`config.mk`:
```
export PLATFORM = sky130hd
export DESIGN_NAME = photon_timetagger
export DESIGN_NICKNAME = d
export VERILOG_FILES = /design/src/rtl/ptt_pkg.sv /design/src/rtl/ptt_tag_fifo.sv /design/src/rtl/photon_timetagger.sv
export SDC_FILE = /design/constraint.sdc
export NUM_CORES = 1
export LEC_CHECK = 0
export CELL_PAD_IN_SITES_DETAIL_PLACEMENT = 1
export CELL_PAD_IN_SITES_GLOBAL_PLACEMENT = 1
export CORE_ASPECT_RATIO = 1.1
export CORE_MARGIN = 8
export CORE_UTILIZATION = 55
export DETAILED_ROUTE_END_ITERATION = 8
export DONT_BUFFER_PORTS = 1
export PLACE_DENSITY = 0.77
export SLEW_MARGIN = 20
export SYNTH_ARGS = -nofsm -noshare
export SYNTH_HDL_FRONTEND = slang
export SYNTH_SLANG_ARGS = --single-unit
```
`constraint.sdc`:
```
create_clock -name clk -period 8.7 [get_ports clk]
set_clock_uncertainty 0.05 [all_clocks]
set_input_delay 0.87 -clock clk [delete_from_list [all_inputs] [get_ports clk]]
set_output_delay 0.87 -clock clk [all_outputs]
set_load 0.02 [all_outputs]
```
`src/rtl/ptt_pkg.sv`:
```
`default_nettype none
// ============================================================================
// Module      : ptt_pkg
// Description : Shared types, default sizes and helpers for photon_timetagger.
// Revision    : 1.0 - initial release
// ============================================================================
package ptt_pkg;

    localparam int TS_W_DEF        = 32;
    localparam int FIFO_AW_DEF     = 4;
    localparam int SYNC_STAGES_DEF = 2;
    localparam int DEAD_CYC_DEF    = 4;
    localparam int DROP_W_DEF      = 16;

    typedef logic [TS_W_DEF-1:0]   ts_t;
    typedef logic [DROP_W_DEF-1:0] drop_t;

    // Width of a down-counter able to hold the value cyc (at least 1 bit).
    function automatic int dead_w(input int cyc);
        return (cyc < 1) ? 1 : $clog2(cyc + 1);
    endfunction

endpackage
`default_nettype wire

```
`src/rtl/ptt_tag_fifo.sv`:
```
`default_nettype none
// ============================================================================
// Module      : ptt_tag_fifo
// Description : Count-free synchronous FIFO, 2^AW entries, registered
//               valid/ready output with first-word fall-through.
// Revision    : 1.0 - initial release
// ============================================================================
module ptt_tag_fifo
    import ptt_pkg::*;
#(
    parameter int WIDTH = TS_W_DEF,
    parameter int AW    = FIFO_AW_DEF
) (
    input  logic             clk,
    input  logic             RST,
    input  logic             push,
    input  logic [WIDTH-1:0] push_data,
    output logic             full,
    output logic [WIDTH-1:0] out_data,
    output logic             out_v,
    input  logic             out_r
);

    localparam int DEPTH = 1 << AW;

    logic [WIDTH-1:0] mem_q [DEPTH];
    logic [AW:0]      wr_q, wr_d, rd_q, rd_d;
    logic             v_q, v_d;
    logic [WIDTH-1:0] data_q, data_d;
    logic             push_ok, pop;

    // The head stays in memory until popped, so the output register is only a
    // copy and never adds capacity. Validity uses the pre-write pointer, which
    // gives one cycle of latency from push to visible word.
    always_comb begin
        full    = (wr_q[AW] != rd_q[AW]) && (wr_q[AW-1:0] == rd_q[AW-1:0]);
        push_ok = push && !full;
        pop     = v_q && out_r;
        wr_d    = wr_q + {{AW{1'b0}}, push_ok};
        rd_d    = rd_q + {{AW{1'b0}}, pop};
        v_d     = (wr_q != rd_d);
        data_d  = v_d ? mem_q[rd_d[AW-1:0]] : '0;
    end

    always_ff @(posedge clk) begin
        if (push_ok) begin
            mem_q[wr_q[AW-1:0]] <= push_data;
        end
    end

    always_ff @(posedge clk) begin
        if (RST) begin
            wr_q   <= '0;
            rd_q   <= '0;
            v_q    <= 1'b0;
            data_q <= '0;
        end else begin
            wr_q   <= wr_d;
            rd_q   <= rd_d;
            v_q    <= v_d;
            data_q <= data_d;
        end
    end

    assign out_v    = v_q;
    assign out_data = data_q;

endmodule
`default_nettype wire

```
`src/rtl/photon_timetagger.sv`:
```
`default_nettype none
// ============================================================================
// Module      : photon_timetagger
// Description : Two-channel photon time-tagger: free-running counter, input
//               synchronisers, edge tagging, per-channel FIFOs, drop counters.
//               Optional per-channel dead time when PTT_DEADTIME_EN is defined.
// Revision    : 1.0 - initial release
// ============================================================================
module photon_timetagger
    import ptt_pkg::*;
#(
    parameter int TS_W        = TS_W_DEF,
    parameter int FIFO_AW     = FIFO_AW_DEF,
    parameter int SYNC_STAGES = SYNC_STAGES_DEF,
    parameter int DEAD_CYC    = DEAD_CYC_DEF,
    parameter int DROP_W      = DROP_W_DEF
) (
    input  logic              clk,
    input  logic              RST,
    input  logic              det1,
    input  logic              det2,
    input  logic              enable,
    output logic [TS_W-1:0]   ts1,
    output logic              ts1_v,
    input  logic              ts1_r,
    output logic [TS_W-1:0]   ts2,
    output logic              ts2_v,
    input  logic              ts2_r,
    output logic [DROP_W-1:0] drop1,
    output logic [DROP_W-1:0] drop2,
    output logic              wrap
);

    logic [TS_W-1:0]             cnt_q, cnt_d;
    logic                        wrap_q, wrap_d;
    logic [TS_W-1:0]             tag_w;
    logic [1:0]                  det_w, rdy_w, v_w;
    logic [1:0][TS_W-1:0]        ts_w;
    logic [1:0][DROP_W-1:0]      drop_w;

    assign det_w = {det2, det1};
    assign rdy_w = {ts2_r, ts1_r};

    always_comb begin
        cnt_d  = cnt_q + TS_W'(1);
        wrap_d = &cnt_q;
        // An edge seen now was first captured SYNC_STAGES cycles ago.
        tag_w  = cnt_q - TS_W'(SYNC_STAGES);
    end

    always_ff @(posedge clk) begin
        if (RST) begin
            cnt_q  <= '0;
            wrap_q <= 1'b0;
        end else begin
            cnt_q  <= cnt_d;
            wrap_q <= wrap_d;
        end
    end

    for (genvar ch = 0; ch < 2; ch++) begin : g_ch
        logic [SYNC_STAGES-1:0] sync_q, sync_d;
        logic                   prev_q, prev_d;
        logic [DROP_W-1:0]      drop_q, drop_d;
        logic                   rise_w, live_w, take_w, full_w;

`ifdef PTT_DEADTIME_EN
        localparam int DEAD_W = dead_w(DEAD_CYC);
        logic [DEAD_W-1:0] dead_q, dead_d;

        always_comb begin
            dead_d = dead_q;
            if (take_w) begin
                dead_d = DEAD_W'(DEAD_CYC);
            end else if (dead_q != '0) begin
                dead_d = dead_q - DEAD_W'(1);
            end
        end

        always_ff @(posedge clk) begin
            if (RST) begin
                dead_q <= '0;
            end else begin
                dead_q <= dead_d;
            end
        end

        assign live_w = (dead_q == '0);
`else
        assign live_w = 1'b1;
`endif

        always_comb begin
            sync_d = {sync_q[SYNC_STAGES-2:0], det_w[ch]};
            prev_d = sync_q[SYNC_STAGES-1];
            rise_w = sync_q[SYNC_STAGES-1] & ~prev_q;
            take_w = rise_w & enable & live_w;
            drop_d = drop_q;
            if (take_w && full_w && !(&drop_q)) begin
                drop_d = drop_q + DROP_W'(1);
            end
        end

        always_ff @(posedge clk) begin
            if (RST) begin
                sync_q <= '0;
                prev_q <= 1'b0;
                drop_q <= '0;
            end else begin
                sync_q <= sync_d;
                prev_q <= prev_d;
                drop_q <= drop_d;
            end
        end

        ptt_tag_fifo #(
            .WIDTH (TS_W),
            .AW    (FIFO_AW)
        ) u_fifo (
            .clk       (clk),
            .RST       (RST),
            .push      (take_w),
            .push_data (tag_w),
            .full      (full_w),
            .out_data  (ts_w[ch]),
            .out_v     (v_w[ch]),
            .out_r     (rdy_w[ch])
        );

        assign drop_w[ch] = drop_q;
    end

    assign ts1   = ts_w[0];
    assign ts2   = ts_w[1];
    assign ts1_v = v_w[0];
    assign ts2_v = v_w[1];
    assign drop1 = drop_w[0];
    assign drop2 = drop_w[1];
    assign wrap  = wrap_q;

endmodule
`default_nettype wire
```
# Word level (Yosys, flattened, before mapping)
# Memory sizes are Yosys's and may differ from the RTL's. A register that Yosys moved wholly into a read port is not among the register bits.
# Index checks and enable logic that the tools add are counted.
# classes
addsub,8
n_mul,0
div_mod_pow,0
n_lt_le_gt_ge,0
n_eq_ne,6
shifts,0
mux,4
bitwise,8
n_reduce_logical,19
# ops
cell,n
$add 16x1->16 const B,2
$add 32x1->32 const B,1
$reduce_and 16->1,2
$reduce_and 32->1,1
$sub 32x2->32 const B,1
$add 5x1->5,4
$logic_and 1x1->1,10
$ne 5x5->1,2
$eq 4x4->1,2
$and 1x1->1,4
$logic_not 1->1,4
$mux 1,4
$not 1->1,4
$reduce_or 2->1,2
$ne 1x1->1,2
# word_totals
reg_bits,93
latch_bits,0
ram_bits,1024
romBits,0
inputBits,7
out_inout_bits,99
wordCells,61
memories,2
# mem_list
memory,words,width,rd,rd_ports_with_merged_regs,wr,line_no,rtl
g_ch[0].u_fifo.mem_q,16,32,1,1,1,ptt_tag_fifo.sv:26,logic [WIDTH-1:0] mem_q [DEPTH];
g_ch[1].u_fifo.mem_q,16,32,1,1,1,ptt_tag_fifo.sv:26,

# Longest topological paths before layout
# Gate-level depths: netlist of the first run.
# logic_depth
ltp_word,6
depth_mapped,11
depth_no_buf,9

# Hierarchy
# Synthesis of the first run repeated with hierarchy kept, for this count alone.
# unflattened
hier_cells,2300
hier_area_um2,45095.8
# modules_own_cells
module,instances,cells_per_inst,area_per_inst_um2,seq_area_each_um2
ptt_tag_fifo (g_ch[0].u_fifo),1,907,20618.5,16235.6
ptt_tag_fifo (g_ch[1].u_fifo),1,903,20504.7,16235.6
photon_timetagger,1,490,3972.6,1421.4

# Worst setup path before layout of the first run
# Ideal clock, no wire load.
# synth_path
path_type,input to register
from,input port enable
to,"memory g_ch[1].u_fifo.mem_q[0][0] (netlist name), enable pin"
setup_time_ns,0.461
arrival_time_ns,3.937
required_time_ns,8.189
path_slack_ns,4.252
path_stages,4
n_path_buf,0
cell_sequence,nand3b_1 > a21oi_1 > or3b_2 > nor3_1
# synth_between
elab_chain_len,4
# synth_lines
element,line_no,rtl
from (decl),photon_timetagger.sv:22,"input logic enable,"
$and 1x1->1,photon_timetagger.sv:97,take_w = rise_w & enable & live_w;
$logic_and 1x1->1,ptt_tag_fifo.sv:37,push_ok = push && !full;
$mux 1,ptt_tag_fifo.sv:46,if (push_ok) begin
$mux 1 (not written as such),ptt_tag_fifo.sv:47,mem_q[wr_q[AW-1:0]] <= push_data;
to (decl),ptt_tag_fifo.sv:26,
# Every way passes these cells.

# Worst setup path after layout of the first run
# layout_path
from,register cnt_q[1]
to,"memory g_ch[0].u_fifo.mem_q[0][21] (netlist name), data pin"
# layout_between
elab_chain_len,1
# layout_lines
element,line_no,rtl
from (decl),photon_timetagger.sv:34,"logic [TS_W-1:0] cnt_q, cnt_d;"
from (signal assigned),photon_timetagger.sv:56,cnt_q <= cnt_d;
$sub 32x2->32,photon_timetagger.sv:48,tag_w = cnt_q - TS_W'(SYNC_STAGES);
via g_ch[0].u_fifo.push_data[21],ptt_tag_fifo.sv:17,"input logic [WIDTH-1:0] push_data,"
to (decl),ptt_tag_fifo.sv:26,
# The timed path passes the listed nets, and every way through them passes these cells.

==> out/results.tsv, run 1 <==
stage	metric	value	unit
outcome	status	finished clean	
place	portBuffers	0	
worst_setup_path	crit_path_max_fanout	33	
place	dp.cells	3267	
drt	drt_iter0_markers	2053	
yosys	synth_top_area_share	0.687	
worst_hold_path	hold_depth	1	
finish	nets	2348	
place	place_ws	4160	ps
yosys	synth.ff_latch_count	1181	
worst_setup_path	path_class	reg2reg	
floorplan	dieArea	0.0908	mm2
clock_network	clkLatencyLatePin	690	ps
floorplan	core	0.0805	mm2
yosys	syn_avg_cell_area	19.7	um2
worst_setup_path	crit_family	simple AND/OR/NAND/NOR gates	
drt	vias	22600	
flow_run	drv_cap	0	
floorplan	io_pins	106	
worst_hold_path	holdPathEnd	g_ch[1].u_fifo.out_v	
grt	grt_pass1_vias	24400	
drt	postRouteAntennaNets	0	
clock_network	cts_buffers	112	
grt	grt_use_total	0.248	
yosys	yosys-top-cells-count	1,024 x edfxtp_1, 256 x mux4_2, 157 x dfxtp_1, 128 x a22oi_1, 99 x nor2_1	
yosys	yosysMostFrequentCell	edfxtp_1	
drt	first_pass_iters	7	
power	leakage	15.2	nW
yosys	synthesis.area	0.0448	mm2
clock_network	clockBufferDepth	3	
worst_setup_path	worstPathCellList	inv_1 -> ha_1 -> or4b_2 -> nor4_4 -> and2_1 -> nand2_1 -> xnor2_2 -> buf_4	
timing	worst_pin_slew	1140	ps
worst_setup_path	crit_path_start	cnt_q[1]	
timing	relSlewSlack	0.235	
drt	vias_per_cell	6.49	
yosys	seq_area_frac_synth	0.757	
timing	max_freq	232	MHz
timing	hold_viol	0	
worst_setup_path	cp.arrival	4780	ps
finish	area.growth.synth_to_final	12.7	%
grt	grt_first_pass_wirelength	163000	um
worst_setup_path	cp-end-kind	flop	
clock_network	ctsHoldBuffers	0	
finish	layout-drive-gt1-share	0.239	
clock_network	ctsHtreeMaxLevel	3	
worst_setup_path	slowest_delay	730	ps
power	power.total	11.8	mW
finish	nFillCells	6665	
yosys	synth_edf_count	1024	
yosys	ys.flop_type	edfxtp_1	
worst_hold_path	hold_class	in2reg	
floorplan	initial_utilization	0.557	
yosys	ys_top_cells_by_area	edfxtp_1 69%, mux4_2 13%, dfxtp_1 7.0%, a22oi_1 2.1%, a21boi_0 1.1%	
grt	grt-ovfl-total	0	
drt	wl_per_cell	32.3	um
timing	finalWorstSetupSlack	4390	ps
timing	drv_slew	0	
floorplan	die_h	315	um
clock_network	clockRootBuffer	clkbuf_16	
drt	totalWireLength	112000	um
power	vdd_drop_max	205	uV
clock_network	clk_pin_slew	60	ps
finish	final_cells	3482	
place	gp_congestion	0.758	
clock_network	post_cts_buffers	0	
grt	grt_max_degree	98	
yosys	synth_cell_types	47	
worst_setup_path	start_kind	flop	
yosys	ys.warnings.count	0	
timing	rsz0062_at_grt	no	
timing	fin_crit_sh	0.496	
power	power.density	233	mW/mm2
yosys	syn_inst	2271	
clock_network	clock-sinks	1181	
place	dp.final_hpwl	59800	um
yosys	syn-num-nets	2291	
yosys	synthArstFlopShare	0	
floorplan	dieWidth	288	um
grt	antenna_found_initial	2	
timing	fin_hold_ws	216	ps
worst_setup_path	cp_data_required_time	9160	ps
clock_network	cts_tree	built	
worst_hold_path	hold_start	RST	
timing	timing.setup.tns	0	ps
worst_setup_path	reg2reg_to	g_ch[0].u_fifo.mem_q[0][21]	
timing	setup_viol	0	
drt	drc	0	
floorplan	rows	109	
worst_setup_path	reg2reg_depth	8	
worst_setup_path	critical-path-slowest-cell	inv_1	
worst_setup_path	worst-r2r-setup-slack	4390	ps
worst_setup_path	cp_num_buf_inv	2	
worst_setup_path	rr_startpoint	cnt_q[1]	
timing	min_period	4310	ps
yosys	synth_top_cell_by_area	edfxtp_1	
clock_network	cts_resized	0	
==> worst max-delay path by stage <==
stage,cells past startpoint,to,slack [ps]
2_1_floorplan,4,g_ch[1].u_fifo.mem_q[0][0],4250
3_3_place_gp,7,g_ch[1].u_fifo.out_data[30],4540
3_5_place_dp,7,g_ch[0].u_fifo.mem_q[10][29],4160
4_1_cts,7,g_ch[1].u_fifo.mem_q[8][29],4060
5_1_grt,8,g_ch[0].u_fifo.mem_q[0][21],4190
6_report,8,g_ch[0].u_fifo.mem_q[0][21],4390
==> worst reg2reg max path: stages (launching register included) <==
cell	delay [ps]
dfxtp_1	350
inv_1	730
ha_1	370
or4b_2	710
nor4_4	440
and2_1	310
nand2_1	120
xnor2_2	690
buf_4	350
==> cell families after synthesis <==
logic type	count (synthesis)	synth area share
AND/OR/NAND/NOR	321	0.0380
multiplexers	261	0.130
adder cells (fa/ha/maj)	13	0.00363
XOR/XNOR	91	0.0178
buffers and inverters	149	0.0133
flip-flops	1181	0.757
AO/OA/AOI/OAI	255	0.0405
==> per-stage QoR <==
stage,area [um2],utilization
after CTS,50400,0.626
after detailed placement,46700,0.581
after global placement,46700,0.580
final,50500,0.627
after floorplan,44800,-
after global routing,50500,0.627
==> layer usage <==
layer	vias to the layer above	wire, um	GRT usage
met5	-	0	0
met4	0	3720	0.0898
met1	12100	41700	0.309
li1	9380	-	-
met3	220	7830	0.0376
met2	920	59300	0.440
==> cell usage in the layout, fill, tap and decap left out, types with 6 or more instances in the layout <==
master and count:
edfxtp_1 1024, xor2_4 9, nand4_1 12, bufinv_16 7, clkbuf_8 17, a21oi_1 27
nor3_1 24, and4_1 7, nor3_2 8, nor2_4 32, nor2b_1 21, nor4_1 13
ha_1 9, o21ai_0 14, nand3b_1 6, clkinvlp_4 8, clkbuf_1 27, clkbuf_16 113
nand2_1 30, a22oi_1 128, dfxtp_1 157, clkinv_1 21, xnor2_2 13, xnor2_1 38
mux4_2 256, xor2_1 26, or4_1 16, inv_1 19, nor2_1 67, nand3_1 34
o31ai_1 12, a21boi_0 64, buf_4 72, or3_1 17, clkinv_2 13, and3_1 11
==> state kept, by name, indices dropped and copies added (netlist names) <==
name / flops
g_ch.u_fifo.out_v: 2
wrap: 1
g_ch.sync_q: 4
g_ch.u_fifo.out_data: 64
g_ch.u_fifo.mem_q: 1024
g_ch.u_fifo.rd_q: 10
drop1: 16
g_ch.u_fifo.wr_q: 10
cnt_q: 32
drop2: 16
g_ch.prev_q: 2
==> area by class of cell <==
type / count / area (um2) / share of cell area
clock buffers: 157 / 3160 / 0.0627
multi-input cells: 941 / 11000 / 0.217
diodes: 1 / 2.50 / 0.0000496
flip-flops and latches: 1181 / 33900 / 0.671
inverters: 19 / 71.3 / 0.00141
clock inverters: 56 / 504 / 0.00999
well taps: 1054 / 1320 / 0.0261
repair buffers: 73 / 568 / 0.0113
==> where the power goes <==
part,total (mW),switching [mW],internal (mW)
Clock,4.82,2.07,2.75
Sequential,6.38,0.0326,6.34
Combinational,0.563,0.382,0.181
Total,11.8,2.49,9.27
Power figures use the tool's default switching activity.
==> run 2: changes to the inputs <==
==> constraint.sdc (replaced) <==
create_clock -name clk -period 4.36 [get_ports clk]
set_clock_uncertainty 0.05 [all_clocks]
set_input_delay 0.436 -clock clk [delete_from_list [all_inputs] [get_ports clk]]
set_output_delay 0.436 -clock clk [all_outputs]
set_load 0.02 [all_outputs]
==> out/results.tsv, run 2 (synthesized netlist as in run 1, its figures left out) <==
stage	metric	value	unit
outcome	status	finished clean	
worst_setup_path	cp_data_required_time	4900	ps
timing	setup_viol	0	
drt	first_pass_iters	7	
timing	max_freq	291	MHz
flow_run	drv_cap	0	
floorplan	core	0.0805	mm2
clock_network	cts_resized	0	
power	leakage	15.5	nW
timing	worst_pin_slew	1060	ps
clock_network	post_cts_buffers	0	
clock_network	cts_tree	built	
place	gp_congestion	0.805	
worst_setup_path	cp.arrival	3980	ps
power	power.density	470	mW/mm2
drt	drc	0	
grt	grt-ovfl-total	0	
drt	vias_per_cell	6.47	
worst_setup_path	path_class	reg2reg	
floorplan	dieWidth	288	um
drt	wl_per_cell	32.3	um
grt	grt_use_total	0.250	
clock_network	clockRootBuffer	clkbuf_16	
floorplan	rows	109	
worst_setup_path	worst-r2r-setup-slack	920	ps
clock_network	clockBufferDepth	3	
finish	diodes	0	
timing	fin_crit_sh	0.789	
finish	layout-drive-gt1-share	0.250	
worst_setup_path	reg2reg_depth	10	
place	dp.final_hpwl	64000	um
clock_network	cts_buffers	113	
worst_setup_path	rr_startpoint	g_ch[0].u_fifo.out_v	
clock_network	clkLatencyLatePin	690	ps
drt	totalWireLength	113000	um
drt	drt_iter0_markers	2164	
finish	area.growth.synth_to_final	13.8	%
timing	drv_slew	0	
place	portBuffers	0	
finish	largest_reg_flops	1024	
worst_setup_path	cp-end-kind	flop	
grt	grt_max_degree	130	
drt	vias	22700	
finish	fin_area	0.0510	mm2
timing	relSlewSlack	0.287	
timing	min_period	3440	ps
place	detailed_place.area	0.0471	mm2
worst_setup_path	crit_path_max_fanout	14	
timing	hold_viol	0	
worst_setup_path	crit_path_start	g_ch[0].u_fifo.out_v	
floorplan	initial_utilization	0.557	
floorplan	dieArea	0.0908	mm2
power	vdd_drop_max	333	uV
finish	nets	2375	
grt	antenna_found_initial	2	
worst_hold_path	hold_class	in2reg	
grt	grt_pass1_vias	24400	
timing	timing.setup.tns	0	ps
clock_network	ctsHtreeMaxLevel	3	
finish	layout_commonest_cell	edfxtp_1	
drt	postRouteAntennaNets	0	
timing	rsz0062_at_grt	no	
clock_network	clk_pin_slew	60	ps
worst_setup_path	endpoint	g_ch[0].u_fifo.out_data[21]	
floorplan	die_h	315	um
grt	grt_first_pass_wirelength	165000	um
worst_setup_path	reg2reg_to	g_ch[0].u_fifo.out_data[21]	
floorplan	io_pins	106	
worst_setup_path	start_kind	flop	
finish	mostFrequentLayoutCells	1,024 x edfxtp_1, 256 x mux4_2, 157 x dfxtp_1	
clock_network	clock-sinks	1181	
[run 2: changes by cell type in the layout (fill, tap and decap cells not counted), sizes merged, moves of 2 or more]
cell         before  now
dlygate4sd3       0    2
clkinvlp          8    6
clkbuf          157  148
buf              73   97
clkinv           37   39
bufinv            7   15
inv              23   25
[run 2: how the worst min path moves through the flow]
stage                     slack, ps                endpoint  cells past startpoint               from
after detailed placement        380       g_ch[1].sync_q[1]                      1  g_ch[1].sync_q[0]
after global routing            100  g_ch[1].u_fifo.wr_q[3]                      2                RST
after CTS                        80  g_ch[1].u_fifo.wr_q[4]                      2                RST
final                            70  g_ch[1].u_fifo.wr_q[4]                      2                RST
after global placement          380       g_ch[1].sync_q[1]                      1  g_ch[1].sync_q[0]
after floorplan                 360       g_ch[0].sync_q[1]                      1  g_ch[0].sync_q[0]
[run 2: metrics by stage]
step / instances / worst slack [ps] / power [mW] / utilization / hold WS [ps]
2_1_floorplan: 2271 / 88.4 / 13.6 / - / 364
3_3_place_gp: 3291 / 1100 / 14.0 / 0.585 / 382
3_5_place_dp: 3291 / 924 / 14.1 / 0.585 / 383
4_1_cts: 3508 / 907 / 24.1 / 0.633 / 77.8
5_1_grt: 3508 / 740 / 24.5 / 0.634 / 102
6_report: 3508 / 921 / 24.0 / 0.634 / 69.1
[run 2: area by class of cell]
class / instances / area, um2
clock buffers: 148 / 3060
clock inverters: 66 / 764
fillers: 6614 / 29500
inverters: 19 / 71.3
multi-input cells: 941 / 10900
flip-flops and latches: 1181 / 33900
well taps: 1054 / 1320
repair buffers: 99 / 981
[run 2: metal layers]
metal	wire length, um	vias up	part of all wire	global-route usage
li1	-	9431	-	-
met1	42800	12200	0.38	0.311
met2	61000	865	0.54	0.456
met3	6710	189	0.059	0.0382
met4	2680	0	0.024	0.0647
met5	0	-	0	0
[run 2: where the power goes]
group	total (mW)	internal (mW)	switching, mW
clock network	10.1	5.85	4.23
logic	1.17	0.376	0.790
registers	12.7	12.7	0.0660
[run 2: what timing repair did]
item                                   4_1_cts  5_1_grt
setup endpoints to repair                    0        0
endpoints found under the hold margin       96        0
hold buffers                                 3        0
[run 2: critical path: stages, from the launching register on]
cell and delay [ps]:
dfxtp_1 380, and2_1 320, ha_4 230, ha_4 170, xnor2_1 640, o211ai_1 270
a211oi_1 500, a31oi_4 200, buf_4 240, a21boi_0 160, buf_4 150
